==> config.mk <==
export PLATFORM = sky130hd
export DESIGN_NAME = booth_seq_mult
export DESIGN_NICKNAME = d
export VERILOG_FILES = /design/src/rtl/booth_pkg.sv /design/src/rtl/booth_step.sv /design/src/rtl/booth_seq_mult.sv
export SDC_FILE = /design/constraint.sdc
export NUM_CORES = 1
export LEC_CHECK = 0
export CORE_UTILIZATION = 54
export DETAILED_ROUTE_END_ITERATION = 8
export GPL_TIMING_DRIVEN = 0
export PLACE_DENSITY = 0.78
export SKIP_CTS_REPAIR_TIMING = 1
export SYNTH_ARGS = -nofsm -noshare
export SYNTH_HDL_FRONTEND = slang
export SYNTH_HIERARCHICAL = 1
export SYNTH_SLANG_ARGS = --single-unit
==> constraint.sdc <==
create_clock -name clk -period 2.9 [get_ports clk]
set_input_delay 0.29 -clock clk [delete_from_list [all_inputs] [get_ports clk]]
set_output_delay 0.29 -clock clk [all_outputs]
set_load 0.01 [all_outputs]
==> src/rtl/booth_pkg.sv <==
// Shared types and helpers for the sequential radix-2 Booth multiplier.
package booth_pkg;

  localparam int BOOTH_WIDTH = 8;

  typedef enum logic [1:0] {
    IDLE = 2'd0,
    RUN  = 2'd1,
    DONE = 2'd2
  } state_e;

  typedef enum logic [1:0] {
    NOP = 2'd0,
    ADD = 2'd1,
    SUB = 2'd2
  } booth_op_e;

  // Step counter only has to reach WIDTH-1, so clog2(WIDTH) bits suffice.
  function automatic int count_width(input int width);
    return (width > 1) ? $clog2(width) : 1;
  endfunction

  function automatic booth_op_e booth_decode(input logic q0, input logic q_m1);
    case ({q0, q_m1})
      2'b01:   return ADD;
      2'b10:   return SUB;
      default: return NOP;
    endcase
  endfunction

endpackage

==> src/rtl/booth_step.sv <==
// One combinational radix-2 Booth step: add/subtract M into A, then
// arithmetic shift right of {A,Q,q_m1} by one bit.
module booth_step
  import booth_pkg::*;
#(
  parameter int WIDTH = BOOTH_WIDTH
) (
  input  logic [WIDTH:0]   a_i,
  input  logic [WIDTH-1:0] q_i,
  input  logic             q_m1_i,
  input  logic [WIDTH:0]   m_i,
  output logic [WIDTH:0]   a_o,
  output logic [WIDTH-1:0] q_o,
  output logic             q_m1_o
);

  booth_op_e          op;
  logic      [WIDTH:0] sum;

  // NOTE: combinational blocks use blocking '=' and assign every output
  // before any branch, so no latch can be inferred.
  always_comb begin
    op  = booth_decode(q_i[0], q_m1_i);
    sum = a_i;
    case (op)
      ADD:     sum = a_i + m_i;
      SUB:     sum = a_i - m_i;
      default: sum = a_i;
    endcase
    a_o    = {sum[WIDTH], sum[WIDTH:1]};
    q_o    = {sum[0], q_i[WIDTH-1:1]};
    q_m1_o = q_i[0];
  end

endmodule

==> src/rtl/booth_seq_mult.sv <==
// Sequential signed Booth multiplier: one step per clock, registered
// product with a one-cycle done pulse.
module booth_seq_mult
  import booth_pkg::*;
#(
  parameter int WIDTH = BOOTH_WIDTH
) (
  input  logic                 clk,
  input  logic                 rst,
  input  logic                 start,
  input  logic [WIDTH-1:0]     multiplicand,
  input  logic [WIDTH-1:0]     multiplier,
  output logic                 busy,
  output logic                 done,
  output logic [2*WIDTH-1:0]   product
);

  localparam int             CW   = count_width(WIDTH);
  localparam logic [CW-1:0]  LAST = CW'(WIDTH - 1);

  state_e               state_q, state_d;
  logic [WIDTH:0]       m_q, m_d;
  logic [WIDTH:0]       a_q, a_d;
  logic [WIDTH-1:0]     q_q, q_d;
  logic                 qm1_q, qm1_d;
  logic [CW-1:0]        count_q, count_d;
  logic [2*WIDTH-1:0]   product_q, product_d;
  logic                 done_q, done_d;
  logic                 busy_q, busy_d;

  logic [WIDTH:0]       step_a;
  logic [WIDTH-1:0]     step_q;
  logic                 step_qm1;

  booth_step #(.WIDTH(WIDTH)) u_step (
    .a_i    (a_q),
    .q_i    (q_q),
    .q_m1_i (qm1_q),
    .m_i    (m_q),
    .a_o    (step_a),
    .q_o    (step_q),
    .q_m1_o (step_qm1)
  );

  always_comb begin
    state_d   = state_q;
    m_d       = m_q;
    a_d       = a_q;
    q_d       = q_q;
    qm1_d     = qm1_q;
    count_d   = count_q;
    product_d = product_q;
    done_d    = 1'b0;
    case (state_q)
      IDLE: begin
        if (start) begin
          m_d     = {multiplicand[WIDTH-1], multiplicand};
          a_d     = '0;
          q_d     = multiplier;
          qm1_d   = 1'b0;
          count_d = '0;
          state_d = RUN;
        end
      end
      RUN: begin
        a_d     = step_a;
        q_d     = step_q;
        qm1_d   = step_qm1;
        count_d = count_q + CW'(1);
        if (count_q == LAST) state_d = DONE;
      end
      DONE: begin
        product_d = {a_q[WIDTH-1:0], q_q};
        done_d    = 1'b1;
        state_d   = IDLE;
      end
      default: state_d = IDLE;
    endcase
    // busy stays high through the done cycle, which follows the DONE state.
    busy_d = (state_d != IDLE) || (state_q == DONE);
  end

  // NOTE: state registers use non-blocking '<=' so every flop samples the
  // pre-edge value of its neighbours.
  always_ff @(posedge clk) begin
    if (rst) begin
      state_q   <= IDLE;
      m_q       <= '0;
      a_q       <= '0;
      q_q       <= '0;
      qm1_q     <= 1'b0;
      count_q   <= '0;
      product_q <= '0;
      done_q    <= 1'b0;
      busy_q    <= 1'b0;
    end else begin
      state_q   <= state_d;
      m_q       <= m_d;
      a_q       <= a_d;
      q_q       <= q_d;
      qm1_q     <= qm1_d;
      count_q   <= count_d;
      product_q <= product_d;
      done_q    <= done_d;
      busy_q    <= busy_d;
    end
  end

  assign busy    = busy_q;
  assign done    = done_q;
  assign product = product_q;

endmodule

==> results.sh <==
export IMPL_tritoncts="built"
export IMPL_clkLatencyLatePin_ps=310
export IMPL_ios=37
export IMPL_numCtsBuffers=5
export IMPL_fin_crit_ps=2666
export IMPL_final_common_cell="nand2_1"
export IMPL_grt_max_degree=17
export IMPL_startpoint="qm1_q"
export IMPL_r2r_cells=12
export IMPL_async_flop_share_pct=0
export IMPL_fill_cells=403
export IMPL_crit_type="reg -> reg"
export IMPL_yosysSeqAreaShare_pct=39.14
export IMPL_via_count=2085
export IMPL_yosysTopAreaCellShare_pct=39.14
export IMPL_drt_iter0_drc=93
export IMPL_syn_area_sq_mm=0.002506
export IMPL_grt_pass1_vias=1961
export IMPL_cp_data_required_time_ps=3100
export IMPL_rsz0062_at_grt="no"
export IMPL_outcome="completed"
export IMPL_met1_length_microns=2320
export IMPL_wl_per_cell_microns=12.08
export IMPL_drive_above_1_share_pct=10.36
export IMPL_crit_reg2reg_launch="qm1_q"
export IMPL_initial_utilization_pct=56.77
export IMPL_die_area_sq_mm=0.004918
export IMPL_yosys_warnings=6
export IMPL_antenna_found_initial=0
export IMPL_highest_layer="met4"
export IMPL_worst_pin_slew_ps=595.8
export IMPL_ant_nets=0
export IMPL_synth_largest_area_cell="dfxtp_1"
export IMPL_start_kind="register"
export IMPL_synth_nets=326
export IMPL_max_freq_mhz=375.0
export IMPL_route_met3_wl_microns=195
export IMPL_gp_congestion=0.8073
export IMPL_postSynthAreaPerCell_sq_um=8.524
export IMPL_critical_path_arrival_ps=2870
export IMPL_drt_pass1_iter_count=4
export IMPL_ys_ff_latch=49
export IMPL_place_hpwl_microns=3715
export IMPL_seq_area_sq_um=980.9
export IMPL_ys_flop_type="dfxtp_1"
export IMPL_hold_viol=0
export IMPL_die_h_microns=70.13
export IMPL_rr_endpoint="a_q[8]"
export IMPL_whs_ps=456.7
export IMPL_io_buffer_count=36
export IMPL_drt_wl_total_microns=4713
export IMPL_diodes=0
export IMPL_synth_cells=294
export IMPL_cts_htree_levels=2
export IMPL_synth_edf_count=0
export IMPL_cts_path_max_buffers=2
export IMPL_reg2reg_setup_slack_ps=230
export IMPL_relSlewSlack_pct=59.92
export IMPL_synth_cell_types=46
export IMPL_multi_input_area_sq_mm=0.001326
export IMPL_period_share_pct=91.95
export IMPL_fin_skew_ps=11.03
export IMPL_hp_class="reg -> reg"
export IMPL_netlist_top_cells_area="dfxtp_1, nand2_1, ha_1"
export IMPL_fin_nets=369
export IMPL_viasPerCell=5.346
export IMPL_max_cap_viol_count=0
export IMPL_crit_fanout=9
export IMPL_cts_root_buf="clkbuf_8"
export IMPL_drc=0
export IMPL_rows=24
export IMPL_die_w_microns=70.13
export IMPL_cts_sinks=49
export IMPL_syn_to_final_growth_pct=21.57
export IMPL_setup_tns_ps=0
export IMPL_crit_path_end="a_q[8]"
export IMPL_dp_slack_ps=268.2
export IMPL_p_leak_nw=1.177
export IMPL_grt_use_total_pct=21.85
export IMPL_max_vdd_ir_drop_uv=369.3
export IMPL_core_sq_mm=0.004414
export IMPL_worst_slack_ps=233.5
export IMPL_final_cell_mix="nand2_1, dfxtp_1, clkdlybuf4s50_1"
export IMPL_drv_slew=0
export IMPL_wl_met2_microns=2162
export IMPL_clkTransAtPathRegs_ps=100
export IMPL_grt_overflow=0
export IMPL_grt_pass1_wl_microns=8604
export IMPL_setup_viol=0
export IMPL_end_kind="register"
export IMPL_powerDensity_mw_per_mm2=517.9
[per-stage QoR]
step | instances | area (sq um) | power (W) | utilization, %
after floorplan | 294 | 2506 | 0.001018 | -
after global placement | 382 | 2932 | 0.001095 | 66.41
after detailed placement | 382 | 2932 | 0.001102 | 66.41
after CTS | 390 | 3047 | 0.001584 | 69.02
after global routing | 390 | 3047 | 0.001664 | 69.02
final | 390 | 3047 | 0.001578 | 69.02
[layout make-up]
type,instances,share of cell area (%)
Tap cell,52,2.136
Sequential cell,49,32.20
Inverter,9,1.109
Clock buffer,5,2.259
Multi-Input combinational cell,211,43.53
Clock inverter,3,1.520
Timing Repair Buffer,36,11.83
Buffer,25,5.421
[per-layer routing]
metal,track usage (%),vias up
met5,0,-
met4,7.111,0
met3,5.916,4
met2,34.40,46
met1,29.05,937
li1,-,1098
[worst min-delay path by stage]
stage	from	to	slack, ps	depth (start not counted)
2_1_floorplan	multiplicand[1]	m_q[1]	430	2
3_3_place_gp	product[10]	product[10]	440	2
3_5_place_dp	product[14]	product[14]	450	2
4_1_cts	product[14]	product[14]	460	2
5_1_grt	product[10]	product[10]	480	2
6_report	product[10]	product[10]	460	2
[kinds of logic (layout without fill, tap and decap cells)]
group / after synthesis / in the layout / synth area share (%)
compound gates: 72 / 72 / 18.97
xor+xnor: 10 / 10 / 3.495
fa+ha+maj: 13 / 13 / 6.790
buf+inv: 34 / 78 / 7.938
flops: 49 / 49 / 39.14
mux: 10 / 10 / 4.094
simple gates: 106 / 106 / 19.57
[where the power goes]
part	switching [W]	leakage [nW]	internal, W
Sequential	0.0000289	0.399	0.000700
Combinational	0.000180	0.723	0.000181
Clock	0.000230	0.0543	0.000258
Total	0.000439	1.18	0.00114
[worst max-delay path, cell delays in order, from the launching register on]
cell      delay (ps)
dfxtp_1          350
inv_1             50
ha_1             180
clkbuf_8         160
mux2i_1          170
fa_1             470
a211oi_1         300
o21ai_0          170
a22o_1           220
nand3b_1          90
xnor2_1           90
buf_4            140
a22o_1           180
[flip-flops by register name, indices dropped and copies added (netlist names)]
| signal | count |
|---|---|
| product | 16 |
| state_q | 2 |
| qm1_q | 1 |
| a_q | 9 |
| done | 1 |
| count_q | 3 |
| busy | 1 |
| q_q | 8 |
| m_q | 8 |
[Yosys cell counts, types with 2 or more instances]
master / n
nor2_1: 24
inv_1: 9
o21ai_1: 2
nor2b_1: 3
a22oi_1: 2
a211oi_1: 6
nand2b_1: 4
a31oi_1: 2
o31ai_1: 2
buf_2: 4
clkbuf_1: 5
a22o_1: 13
o21bai_1: 2
dfxtp_1: 49
o21a_1: 2
nand2_1: 55
mux2_2: 2
buf_4: 13
o21ai_0: 6
a21oi_1: 28
xor2_1: 2
nor3_1: 6
nor4_1: 4
o211ai_1: 2
ha_1: 12
xnor2_1: 8
mux2i_1: 8
Note: power is estimated with default switching activity, not from simulation.
